[src/rtl/hs4_pkg.sv]
// Shared types and helpers for the hs4 four-phase handshake pipeline.
package hs4_pkg;

  // Upper bound on DEPTH that the occupancy popcount can cover.
  localparam int unsigned MAX_DEPTH = 64;

  typedef struct packed {
    logic full;
    logic rack;
    logic lreq;
  } hs4_stage_t;

  function automatic int unsigned lvl_width(input int unsigned depth);
    return $clog2(depth + 1);
  endfunction

  function automatic int unsigned popcount(input logic [MAX_DEPTH-1:0] bits);
    int unsigned n;
    n = 0;
    for (int i = 0; i < MAX_DEPTH; i++) begin
      n += {31'b0, bits[i]};
    end
    return n;
  endfunction

endpackage

[src/rtl/hs4_stage.sv]
// One four-phase pipeline stage: a registered C-element ack to upstream, a request
// to downstream, and a WIDTH-bit data register loaded on capture.
module hs4_stage
  import hs4_pkg::*;
#(
  parameter int unsigned WIDTH = 8
) (
  input  logic             clk,
  input  logic             rst,
  input  logic             up_req_i,
  input  logic [WIDTH-1:0] up_data_i,
  input  logic             dn_ack_i,
  output hs4_stage_t       st_o,
  output logic [WIDTH-1:0] data_o
);

  hs4_stage_t       st_q, st_d;
  logic [WIDTH-1:0] data_q, data_d;

  always_comb begin
    // NOTE: hold-by-default assignments come first so every path assigns each
    // next-state bit; a missed branch would otherwise infer a latch.
    st_d   = st_q;
    data_d = data_q;

    // Upstream side: capture only into an empty stage, release once req drops.
    if (up_req_i && !st_q.rack && !st_q.full) begin
      data_d    = up_data_i;
      st_d.full = 1'b1;
      st_d.rack = 1'b1;
    end else if (!up_req_i && st_q.rack) begin
      st_d.rack = 1'b0;
    end

    // Downstream side: a new request waits for the previous ack to return low.
    if (st_q.full && !st_q.lreq && !dn_ack_i) begin
      st_d.lreq = 1'b1;
    end else if (st_q.lreq && dn_ack_i) begin
      st_d.lreq = 1'b0;
      st_d.full = 1'b0;
    end
  end

  always_ff @(posedge clk or posedge rst) begin
    if (rst) begin
      st_q   <= '0;
      // NOTE: the data register is reset too, because out_data must read 0
      // straight out of reset rather than whatever the flops powered up with.
      data_q <= '0;
    end else begin
      // NOTE: non-blocking assignments here so all flops update from the same
      // pre-edge values regardless of statement order.
      st_q   <= st_d;
      data_q <= data_d;
    end
  end

  assign st_o   = st_q;
  assign data_o = data_q;

endmodule

[src/rtl/hs4_pipe_ctrl.sv]
// DEPTH-stage four-phase handshake pipeline with occupancy count. Define
// HS4_PROTO_CHECK_EN to build the sticky producer/consumer protocol checker.
module hs4_pipe_ctrl
  import hs4_pkg::*;
#(
  parameter int unsigned WIDTH = 8,
  parameter int unsigned DEPTH = 2
) (
  input  logic                          clk,
  input  logic                          rst,
  input  logic                          in_req,
  input  logic [WIDTH-1:0]              in_data,
  output logic                          in_ack,
  output logic                          out_req,
  output logic [WIDTH-1:0]              out_data,
  input  logic                          out_ack,
  output logic [lvl_width(DEPTH)-1:0]   level,
  output logic                          proto_err
);

  localparam int unsigned LVL_W = lvl_width(DEPTH);

  // Link k sits between stage k-1 and stage k; link 0 is the producer side and
  // link DEPTH the consumer side.
  logic [DEPTH:0]   req_link;
  logic [DEPTH:0]   ack_link;
  logic [WIDTH-1:0] data_link [DEPTH+1];
  hs4_stage_t       st [DEPTH];
  logic [DEPTH-1:0] full;
  logic [MAX_DEPTH-1:0] full_ext;

  assign req_link[0]     = in_req;
  assign data_link[0]    = in_data;
  assign ack_link[DEPTH] = out_ack;

  for (genvar i = 0; i < DEPTH; i++) begin : g_stage
    hs4_stage #(
      .WIDTH(WIDTH)
    ) u_stage (
      .clk      (clk),
      .rst      (rst),
      .up_req_i (req_link[i]),
      .up_data_i(data_link[i]),
      .dn_ack_i (ack_link[i+1]),
      .st_o     (st[i]),
      .data_o   (data_link[i+1])
    );

    assign req_link[i+1] = st[i].lreq;
    assign ack_link[i]   = st[i].rack;
    assign full[i]       = st[i].full;
  end

  assign in_ack   = ack_link[0];
  assign out_req  = req_link[DEPTH];
  assign out_data = data_link[DEPTH];

  always_comb begin
    full_ext              = '0;
    full_ext[DEPTH-1:0]   = full;
  end

  assign level = LVL_W'(popcount(full_ext));

`ifdef HS4_PROTO_CHECK_EN
  logic             in_req_q;
  logic [WIDTH-1:0] in_data_q;
  logic             out_ack_q;
  logic             err_q, err_d;

  always_comb begin
    err_d = err_q;
    if (in_req_q && !in_req && !in_ack)                          err_d = 1'b1;
    if (in_req_q && in_req && !in_ack && (in_data != in_data_q)) err_d = 1'b1;
    if (!out_ack_q && out_ack && !out_req)                       err_d = 1'b1;
    if (out_ack_q && !out_ack && out_req)                        err_d = 1'b1;
  end

  always_ff @(posedge clk or posedge rst) begin
    if (rst) begin
      in_req_q  <= 1'b0;
      in_data_q <= '0;
      out_ack_q <= 1'b0;
      err_q     <= 1'b0;
    end else begin
      in_req_q  <= in_req;
      in_data_q <= in_data;
      out_ack_q <= out_ack;
      err_q     <= err_d;
    end
  end

  assign proto_err = err_q;
`else
  assign proto_err = 1'b0;
`endif

endmodule

[config.mk]
export PLATFORM = sky130hd
export DESIGN_NAME = hs4_pipe_ctrl
export DESIGN_NICKNAME = d
export VERILOG_FILES = /design/src/rtl/hs4_pkg.sv /design/src/rtl/hs4_stage.sv /design/src/rtl/hs4_pipe_ctrl.sv
export SDC_FILE = /design/constraint.sdc
export NUM_CORES = 1
export LEC_CHECK = 0
export ABC_AREA = 0
export CELL_PAD_IN_SITES_DETAIL_PLACEMENT = 1
export CELL_PAD_IN_SITES_GLOBAL_PLACEMENT = 1
export CORE_MARGIN = 2
export CORE_UTILIZATION = 51
export CTS_CLUSTER_SIZE = 25
export DETAILED_ROUTE_END_ITERATION = 10
export DONT_BUFFER_PORTS = 1
export PLACE_DENSITY = 0.84
export SKIP_LAST_GASP = 1
export SLEW_MARGIN = 20
export SYNTH_ARGS = -nofsm -noshare
export SYNTH_HDL_FRONTEND = slang
export SYNTH_SLANG_ARGS = --single-unit
[constraint.sdc]
create_clock -name clk -period 3 [get_ports clk]
set_input_delay 0.15 -clock clk [delete_from_list [all_inputs] [get_ports clk]]
set_output_delay 0.15 -clock clk [all_outputs]
set_load 0.005 [all_outputs]
After elaboration in Yosys (flattened, before gate mapping)
Cells that the tools add are included.
{ "totals": {"regBits": 22, "in_bits": 12, "output_inout_bits": 13, "word_cells": 47} }
{ "classes": {"addsub": 1, "n_mux": 14, "reduce_logical": 24} }
{ "ops": {"columns": ["operator", "n"], "rows": [
  ["two-way mux 1 bit", 14],
  ["logical AND 1 bit", 12],
  ["logical NOT 1 bit", 8],
  ["nonzero test 2 bit", 4],
  ["adder 1 x 1 -> 2 bit", 1]
]} }

Depth between registers and ports, before layout
{ "logic_depth": {"depth_word": 6, "ltp_mapped": 2, "mapped_depth_nobuf": 2} }

Modules after synthesis
A second synthesis with hierarchy kept.
{ "hier_totals": {"hier_cells": 57, "hier_area_um2": 867.1} }
{ "modules_own_cells": {"columns": ["mod", "n_inst", "cells_each", "area_each_um2"], "rows": [
  ["hs4_stage", 2, 27, 421.7],
  ["hs4_pipe_ctrl", 1, 3, 23.8]
]} }

Worst setup path before layout
Ideal clock, no wire load.
{ "synth_timing": {"path_kind": "register to register", "from": "register g_stage[0].u_stage.st_q (netlist bit g_stage[0].u_stage.st_o[1])", "to": "register g_stage[0].u_stage.data_q[0]", "setup_ns": 0.125, "arrival_time_ns": 1.139, "required_ns": 2.875, "slack_ns": 1.736, "stages_incl_launch_ff": 3, "path_buffers": 0, "synth_period_minus_slack_ns": 1.264, "path_cell_list": "dfrtp_1 nor3b_4 mux2_2"} }
{ "synth_via": {"elab_chain_cells": 3} }
{ "synth_lines": {"columns": ["element", "line", "text"], "rows": [
  ["from (decl)", "hs4_stage.sv:17", "hs4_stage_t st_q, st_d;"],
  ["from (signal assigned)", "hs4_stage.sv:53", "st_q <= st_d;"],
  ["logical NOT 1 bit", "hs4_stage.sv:27", "if (up_req_i && !st_q.rack && !st_q.full) begin"],
  ["logical AND 1 bit (2 in a row)", "hs4_stage.sv:27", null],
  ["to (signal assigned)", "hs4_stage.sv:54", "data_q <= data_d;"],
  ["to (decl)", "hs4_stage.sv:18", "logic [WIDTH-1:0] data_q, data_d;"]
]} }
No other way between the ends.
A chain may end at the register's enable or synchronous reset.

Worst setup path after layout
Same ends and word-level chain as after synthesis.

==> impl_results.md <==
- Hold_sp: in_req
- Post-DRT Antenna Nets: 0
- Flops & latches, synth: 22
- CTS tree: done
- RSZ-0062 raised after global routing: false
- Clk slew on worst S/H paths: 120 ps
- Wire per inst: 15.5 um
- Fin nets: 84
- R2r worst-path depth: 2
- Synth Area per Inst: 14.4 um^2
- CP arrival: 1640 ps
- Core ar.: 1710 um^2
- Dpl ws: 1540 ps
- Share of post-route cells with drive strength above 1: 31.4%
- Sequential element share of the synthesized area: 59.6%
- DRC violations left: 0
- Worst hold margin: 96.8 ps
- Die width: 46.6 um
- Mapped Area: 923 um^2
- Pin count of the biggest net entering global routing: 23
- PortBufs: 0
- # rows: 15
- VDD IR-drop max: 521 uV
- Die area: 2170 um^2
- Vias in the first global route: 534
- Type of origin of the critical path: flip-flop
- Crit-path max FO: 8
- H-tree depth: 1
- Setup violators final: 0
- Initial Util: 54.1%
- Max Clk Rate: 0.697 GHz
- CP Class: reg2reg
- Tcrit/Tclk final: 47.8%
- Endpoints failing hold: 0
- Area growth syn-to-layout: 13.7%
- DR vias/cell: 5.07
- Synth cell types: 11
- Worst-Skew Late Latency: 310 ps
- Clock sink count: 22
- Fin Setup TNS: 0 ps
- Bufs on Longest Clock Path: 2
- Hold Crit Depth: 2
- First drt pass iteration count: 1
- Ys Warns: 0
- Hold endpoint: g_stage[0].u_stage.st_o[2]$_DFF_PP0_
- Overflow after GRT: 0
- Syn_nets: 77
- Gpl congestion: 0.725
- Root buf cell: clkbuf_4
- MaxCap Viol Count: 0
- Gate Count Post-Synth: 64
- Reg-to-reg setup timing slack: 1560 ps
- Initial drt markers: 0
- Worst slew pin tran: 786 ps
- Total number of vias: 482
- CP endpoint kind: flip-flop
- Pins Over Slew Limit: 0
- Pwr/cell area: 1020 nW/um^2
- Commonest non-fill, non-tap cell in the layout: dfrtp_1
- Die height: 46.6 um
- First-pass GRT wire length: 2.27 mm
- Worst Slack Setup Final: 1560 ps
- Post-CTS Setup Bufs: 0
- Status: complete, no violations
- Non-Filler Instances: 95
- Worst Skew: 3.02 ps
- Worst r2r src: g_stage[0].u_stage.st_o[1]$_DFFE_PP0P_
- Final wirelength: 1.47 mm
- Most frequent cells in the layout: dfrtp_1 (22), mux2_2 (16), dlygate4sd3_1 (11)
- Fin crit period: 1440 ps
- Cts bufs inserted: 3
- Io pins: 25
- Filler cell count: 158
- Overall routing resource usage: 16.2%
- Post-DP HPWL: 987 um
- Required @ worst endpoint: 3200 ps
- Slew margin rel.: 47.5%
- Worst min path class: in2reg
- Initial antenna violation count: 0
- Diodes inserted: 0
- P_leak: 0.453 nW
- Reg2reg end: g_stage[0].u_stage.data_o[0]$_DFFE_PP0P_
- Inst Count DP: 80
==> stage by stage <==
stage	utilization [%]	total power, mW	area (um^2)
finish	61.5	1.07	1050
global route	61.5	1.14	1050
CTS	61.5	1.08	1050
detailed placement	51.9	0.850	887
global placement	51.9	0.820	887
floorplan	-	0.845	923
==> repair_timing <==
action                                 in CTS  in global routing
endpoints found under the hold margin      33                  0
hold buffers                               11                  0
gates resized for setup                     0                  0
==> registers in the layout, summed over array words and instances, names as in the netlist <==
register                flops
g_stage.u_stage.st_o        6
g_stage.u_stage.data_o     16
==> worst max-delay path, stage by stage (launching register included) <==
cell and delay [ps]:
dfrtp_1 460, nor3b_4 470, mux2_2 390
==> routing by layer <==
metal | part of all wire (%) | track usage, % | vias to the layer above
li1 | - | - | 219
met1 | 41 | 17.8 | 242
met2 | 52 | 27.8 | 16
met3 | 5.1 | 3.53 | 5
met4 | 2.2 | 10.3 | 0
met5 | 0 | 0 | -
==> power by group <==
group,switching [mW],internal [mW],total (mW)
sequential,0.122,0.441,0.563
clock,0.0893,0.135,0.224
combinational,0.0995,0.182,0.282
total,0.311,0.759,1.07
==> worst max path at each step <==
stage,start,end,cells after the start
finish,g_stage[0].u_stage.st_o[1]$_DFFE_PP0P_,g_stage[0].u_stage.data_o[0]$_DFFE_PP0P_,2
global route,g_stage[0].u_stage.st_o[2]$_DFF_PP0_,g_stage[0].u_stage.data_o[4]$_DFFE_PP0P_,2
CTS,g_stage[0].u_stage.st_o[1]$_DFFE_PP0P_,g_stage[0].u_stage.data_o[0]$_DFFE_PP0P_,2
detailed placement,g_stage[0].u_stage.st_o[1]$_DFFE_PP0P_,g_stage[0].u_stage.data_o[0]$_DFFE_PP0P_,2
global placement,g_stage[0].u_stage.st_o[1]$_DFFE_PP0P_,g_stage[0].u_stage.data_o[2]$_DFFE_PP0P_,2
floorplan,g_stage[0].u_stage.st_o[1]$_DFFE_PP0P_,g_stage[0].u_stage.data_o[0]$_DFFE_PP0P_,2
==> Yosys cell counts, drive strengths merged <==
master | count | area [um^2]
dfrtp | 22 | 551
buf | 9 | 67.6
mux2 | 16 | 180
a21boi | 2 | 15.0
ha | 1 | 12.5
nor3b | 2 | 37.5
a2bb2oi | 2 | 17.5
nor2 | 4 | 15.0
conb | 1 | 3.75
nor2b | 2 | 12.5
inv | 3 | 11.3
==> layout make-up <==
type                            count  area (um^2)  area share [%]
Multi-Input combinational cell     30          294            28.0
Tap cell                           25         31.3            2.98
Clock buffer                        3         22.5            2.15
Sequential cell                    22          551            52.4
Inverter                            3         11.3            1.07
Timing Repair Buffer               11          110            10.5
Clock inverter                      1         30.0            2.86
==> cell families after synthesis <==
family	after synthesis	synth area share [%]
AO/OA/AOI/OAI	4	3.52
multiplexers	16	19.5
buffers and inverters	12	8.54
AND/OR/NAND/NOR	8	7.05
adder cells (fa/ha/maj)	1	1.35
other	1	0.406
flip-flops	22	59.6
Note: power is estimated with default switching activity, not from simulation.
